File: config.mk
export PLATFORM = sky130hd
export DESIGN_NAME = instr_fetch_ctrl
export DESIGN_NICKNAME = d
export VERILOG_FILES = /design/src/rtl/instr_fetch_ctrl.sv
export SDC_FILE = /design/constraint.sdc
export NUM_CORES = 1
export LEC_CHECK = 0
export BUFFER_PORTS_ARGS = -buffer_cell sky130_fd_sc_hd__buf_2
export CAP_MARGIN = 30
export CORE_MARGIN = 10
export CORE_UTILIZATION = 30
export DETAILED_ROUTE_END_ITERATION = 8
export GPL_TIMING_DRIVEN = 0
export MAX_ROUTING_LAYER = met4
export PLACE_DENSITY = 0.59
export SYNTH_ARGS = -nofsm -noshare
export SYNTH_HDL_FRONTEND = slang
export SYNTH_SLANG_ARGS = --single-unit
File: constraint.sdc
create_clock -name Clock -period 3.1 [get_ports Clock]
set_clock_uncertainty 0.05 [all_clocks]
set_input_delay 0.62 -clock Clock [delete_from_list [all_inputs] [get_ports Clock]]
set_output_delay 0.62 -clock Clock [all_outputs]
set_load 0.02 [all_outputs]
File: src/rtl/instr_fetch_ctrl.sv
// instr_fetch_ctrl: PC owner and fetch sequencer sharing one memory port with a loader.
// Optional HALT_ON_NOP_EN: a captured zero word stops fetch until redirect or reset.
module instr_fetch_ctrl #(
  parameter int ADDR_W = 4,
  parameter int DATA_W = 16,
  parameter logic [ADDR_W-1:0] RESET_PC = '0
) (
  input  logic              Clock,
  input  logic              Reset,
  input  logic              ld_req,
  input  logic [ADDR_W-1:0] ld_addr,
  input  logic [DATA_W-1:0] ld_data,
  output logic              ld_gnt,
  input  logic              redir_valid,
  input  logic [ADDR_W-1:0] redir_pc,
  output logic              if_valid,
  output logic [DATA_W-1:0] if_instr,
  output logic [ADDR_W-1:0] if_pc,
  input  logic              id_ready,
  output logic              mem_wren,
  output logic [ADDR_W-1:0] mem_address,
  output logic [DATA_W-1:0] mem_din,
  input  logic [DATA_W-1:0] mem_q,
  output logic              halted
);

  typedef enum logic {
    FETCH = 1'b0,
    LOAD  = 1'b1
  } state_t;

  state_t            state;
  logic [ADDR_W-1:0] pc;
  logic [ADDR_W-1:0] pend_pc;
  logic              pend;
  logic [1:0]        count;
  logic              rd_ptr;
  logic              wr_ptr;
  logic [ADDR_W-1:0] ld_addr_q;
  logic [DATA_W-1:0] ld_data_q;
  logic [ADDR_W-1:0] fifo_pc  [2];
  logic [DATA_W-1:0] fifo_ins [2];

  logic              is_load;
  logic              pop;
  logic [1:0]        remain;
  logic [1:0]        occ;
  logic              cap;
  logic              cap_ok;
  logic              cap_nop;
  logic              nop_word;
  logic              halt_now;
  logic              issue;
  logic              flush;
  logic [ADDR_W-1:0] restore_pc;

  assign is_load = (state == LOAD);
  assign pop     = (count != 2'd0) & id_ready;
  assign remain  = count - {1'b0, pop};
  assign occ     = remain + {1'b0, pend};
  assign flush   = redir_valid | is_load;
  assign cap     = pend & ~is_load & ~redir_valid;

`ifdef HALT_ON_NOP_EN
  logic halt_q;
  assign nop_word = (mem_q == '0);
  assign halt_now = halt_q;
  assign halted   = halt_q;
`else
  assign nop_word = 1'b0;
  assign halt_now = 1'b0;
  assign halted   = 1'b0;
`endif

  assign cap_ok  = cap & ~nop_word;
  assign cap_nop = cap & nop_word;
  assign issue   = ~is_load & ~ld_req & ~redir_valid
                 & ~halt_now & ~cap_nop & (occ <= 2'd1);

  assign mem_wren    = is_load & ~Reset;
  assign ld_gnt      = mem_wren;
  assign mem_address = is_load ? ld_addr_q : pc;
  assign mem_din     = ld_data_q;

  assign if_valid = (count != 2'd0);
  assign if_pc    = fifo_pc[rd_ptr];
  assign if_instr = fifo_ins[rd_ptr];

  // PC to resume from after a load: oldest entry not yet consumed
  always_comb begin
    restore_pc = pc;
    unique case (1'b1)
      (remain != 2'd0):        restore_pc = fifo_pc[rd_ptr ^ pop];
      (remain == 2'd0) & pend: restore_pc = pend_pc;
      (remain == 2'd0) & ~pend: restore_pc = pc;
      default:                 restore_pc = pc;
    endcase
  end

  // Port FSM, PC, pending read and buffer occupancy
  always_ff @(posedge Clock) begin
    if (Reset) begin
      state     <= FETCH;
      pc        <= RESET_PC;
      pend      <= 1'b0;
      pend_pc   <= RESET_PC;
      count     <= 2'd0;
      rd_ptr    <= 1'b0;
      wr_ptr    <= 1'b0;
      ld_addr_q <= '0;
      ld_data_q <= '0;
    end else begin
      state <= ld_req ? LOAD : FETCH;
      if (ld_req) begin
        ld_addr_q <= ld_addr;
        ld_data_q <= ld_data;
      end
      if (flush) begin
        count  <= 2'd0;
        rd_ptr <= 1'b0;
        wr_ptr <= 1'b0;
        pend   <= 1'b0;
        pc     <= redir_valid ? redir_pc : restore_pc;
      end else begin
        count  <= count - {1'b0, pop} + {1'b0, cap_ok};
        rd_ptr <= rd_ptr ^ pop;
        wr_ptr <= wr_ptr ^ cap_ok;
        pend   <= issue;
        if (issue) begin
          pend_pc <= pc;
          pc      <= pc + ADDR_W'(1);
        end
      end
    end
  end

  // Buffer payload, written when a read result is captured
  always_ff @(posedge Clock) begin
    if (~Reset & cap_ok) begin
      fifo_pc[wr_ptr]  <= pend_pc;
      fifo_ins[wr_ptr] <= mem_q;
    end
  end

`ifdef HALT_ON_NOP_EN
  // Halt latch: set on a captured zero word, cleared by redirect
  always_ff @(posedge Clock) begin
    if (Reset) begin
      halt_q <= 1'b0;
    end else if (redir_valid) begin
      halt_q <= 1'b0;
    end else if (cap_nop) begin
      halt_q <= 1'b1;
    end
  end
`endif

endmodule

==> impl_metrics.ini <==
[timing]
setup_viol = 0
maxSlewViolCount = 0
slew_headroom = 0.505
worst_pin_slew_ps = 742
tns_ps = 0
finalWorstSetupSlack_ps = 520
post-route-min-period_ps = 2580
fmax_mhz = 388
period_share = 0.832
hold_violations = 0
rsz0062_at_grt = no

[placed_design]
pre_cts_ws_ps = 497
place_congestion = 0.782
hpwl_um = 5190
placed_area_um2 = 3620
port_buffers = 86
dp_cells = 451

[synthesis]
yosysSeqAreaShare = 0.629
synth_top_area_cell = edfxtp_1
syn-cell-area_um2 = 2990
syn_inst = 230
yosysTopAreaCellShare = 0.402
synth_area_leaders = edfxtp_1 (40%), dfxtp_1 (23%), mux2_2 (9.4%), mux2i_1 (8.0%), nor2_1 (3.4%)
synthesis.nets = 278
synth_warnings = 0
synth_seq_cells = 74
avgSynthCellArea_um2 = 13.0
yosysUniqueCellTypes = 34

[global_routing]
grt_util_met2 = 0.150
met1_usage = 0.127
busiest_layer = met2
grt_pass1_vias = 2268
grt_max_degree = 14
overflow = 0
antenna_found_initial = 0
grt_usage = 0.102
grt_first_pass_wirelength_um = 11300
met3_usage = 0.0356

[route]
ant_nets = 0
routed_wl_um = 6940
wl_per_cell_um = 14.8
drc = 0
vias = 2076
drt_iter0_markers = 72
avgViaCountPerCell = 4.44
drt_first_pass_iters = 4

[power_and_ir_drop]
power.density_nw_per_um2 = 517
switching_power_w = 0.000465
internal_power_w = 0.00151
seqPwrFrac = 0.546
p_leak_nw = 1.60
ir_drop_uv = 250
switching_share = 0.236
pwr-share-clk = 0.366
pwr-share-comb = 0.088

[final_layout]
postLayoutCellArea_um2 = 3820
fin_nets = 377
drive_gt1_frac = 0.410
area_growth_pct = 27.6
fin_cells = 468

[clocking]
cts_sinks = 74
numCtsBuffers = 9
clock_path_buffers = 2
hold_buffers = 0
cts_setup_buffers = 0
clock_latency_ps = 340
cts_max_level = 3
cts-resized-gates = 0
clkSlewWorstSetupHoldPaths_ps = 80
cts_tree = yes
root_buffer = clkbuf_8

[outcome]
status = complete, no violations

[floorplanning]
coreArea_um2 = 9730
start_util = 0.307
dieArea_um2 = 14400
io_pins = 89
die_w_um = 120
fp.dieH_um = 120
num_rows = 36

[critical_path]
cp-end-kind = output pin
cp_max_fo = 10
critical_path_class = reg2out
cp.required_ps = 2430
start_kind = register
cp.arrival_ps = 1910
r2r_start = count[1]
rrSetupSlack_ps = 730
ff2ff_path_depth = 6
timing.rr.end = pc[2]

[min_path]
holdPathEnd = fifo_ins[0][0]
hold_class = in2reg
hp-start = mem_q[0]
min_path_cells = 1

[flow_run]
drv_cap = 0
## logic make-up (layout without fill, tap and decap cells)
family          after synthesis  count (layout)  synth area share
mux                          49              49             0.174
xor+xnor                      7               7            0.0230
other cells                   1               2           0.00125
fa+ha+maj                     3               3            0.0125
compound gates               23              23            0.0489
simple gates                 55              55            0.0853
buf+inv                      18             122            0.0255
flops                        74              74             0.629
## cells in the mapped netlist
library cell,number
mux2i_1,24
a211oi_1,1
clkbuf_1,6
edfxtp_1,40
o221a_2,1
xor2_2,1
or2_2,1
ha_1,3
and2_1,1
mux2_2,25
buf_1,4
nand2_1,8
inv_1,5
or3_1,1
xor2_1,1
nor3_1,2
conb_1,1
and4b_2,1
xnor2_1,5
nand3_1,6
nor3b_1,1
buf_4,2
nand3b_1,1
nor2_1,27
o221a_1,2
a221o_1,1
buf_2,1
nor2b_1,4
or3_2,1
dfxtp_1,34
o21a_1,2
o21ai_0,8
a21oi_1,8
and3_1,1
## worst max path at each step
stage,endpoint,from
detailed placement,pc[2],id_ready
CTS,mem_address[1],is_load
global placement,fifo_ins[0][14],redir_valid
global route,mem_address[1],is_load
finish,mem_address[1],is_load
floorplan,fifo_ins[0][0],redir_valid
## power groups by stage
stage | clock network, W | registers [W] | logic (W)
after floorplan | 0 | 0.00111 | 0.0000926
after global placement | 0 | 0.00110 | 0.000171
after detailed placement | 0 | 0.00110 | 0.000177
after CTS | 0.000757 | 0.00108 | 0.000177
after global routing | 0.000793 | 0.00108 | 0.000195
final | 0.000722 | 0.00108 | 0.000174
## registers in the layout (all words and copies together), names as in the netlist
signal and cells:
pend 1, is_load 1, mem_din 16, fifo_pc 8, pend_pc 4, fifo_ins 32, ld_addr_q 4, rd_ptr 1
wr_ptr 1, count 2, pc 4
## worst max-delay path: stages, from the launching register on
cell	delay, ps
dfxtp_1	310
clkbuf_1	270
clkbuf_1	430
mux2_2	400
buf_2	160
## per-layer routing
metal,up-vias,part of all wire
met5,-,0
met4,0,0.0063
met3,5,0.064
met2,79,0.44
met1,974,0.49
li1,1018,-
## cell usage in the layout, fill, tap and decap left out, types with 8 or more instances in the layout
cell / n
o21ai_0: 8
buf_2: 87
clkbuf_8: 9
edfxtp_1: 40
nand2_1: 8
nor2_1: 26
dfxtp_1: 34
a21oi_1: 8
mux2i_1: 24
mux2_2: 25
## area by class of cell
cell class | instances | area [um^2]
clock inverter | 6 | 65.1
fill | 999 | 5910
antenna | 1 | 2.50
clock buffer | 10 | 128
buffer | 13 | 57.6
multi-input combinational | 138 | 1040
tap | 133 | 166
inverter | 5 | 18.8
sequential | 74 | 1880
timing repair buffer | 88 | 460
## metrics by stage
step	hold WS, ps	util	total power, W
floorplan	397	-	0.00120
global placement	419	0.369	0.00127
detailed placement	429	0.372	0.00127
CTS	385	0.392	0.00201
global route	388	0.392	0.00207
finish	412	0.392	0.00197
No activity file was read; power rests on OpenSTA's default activity.
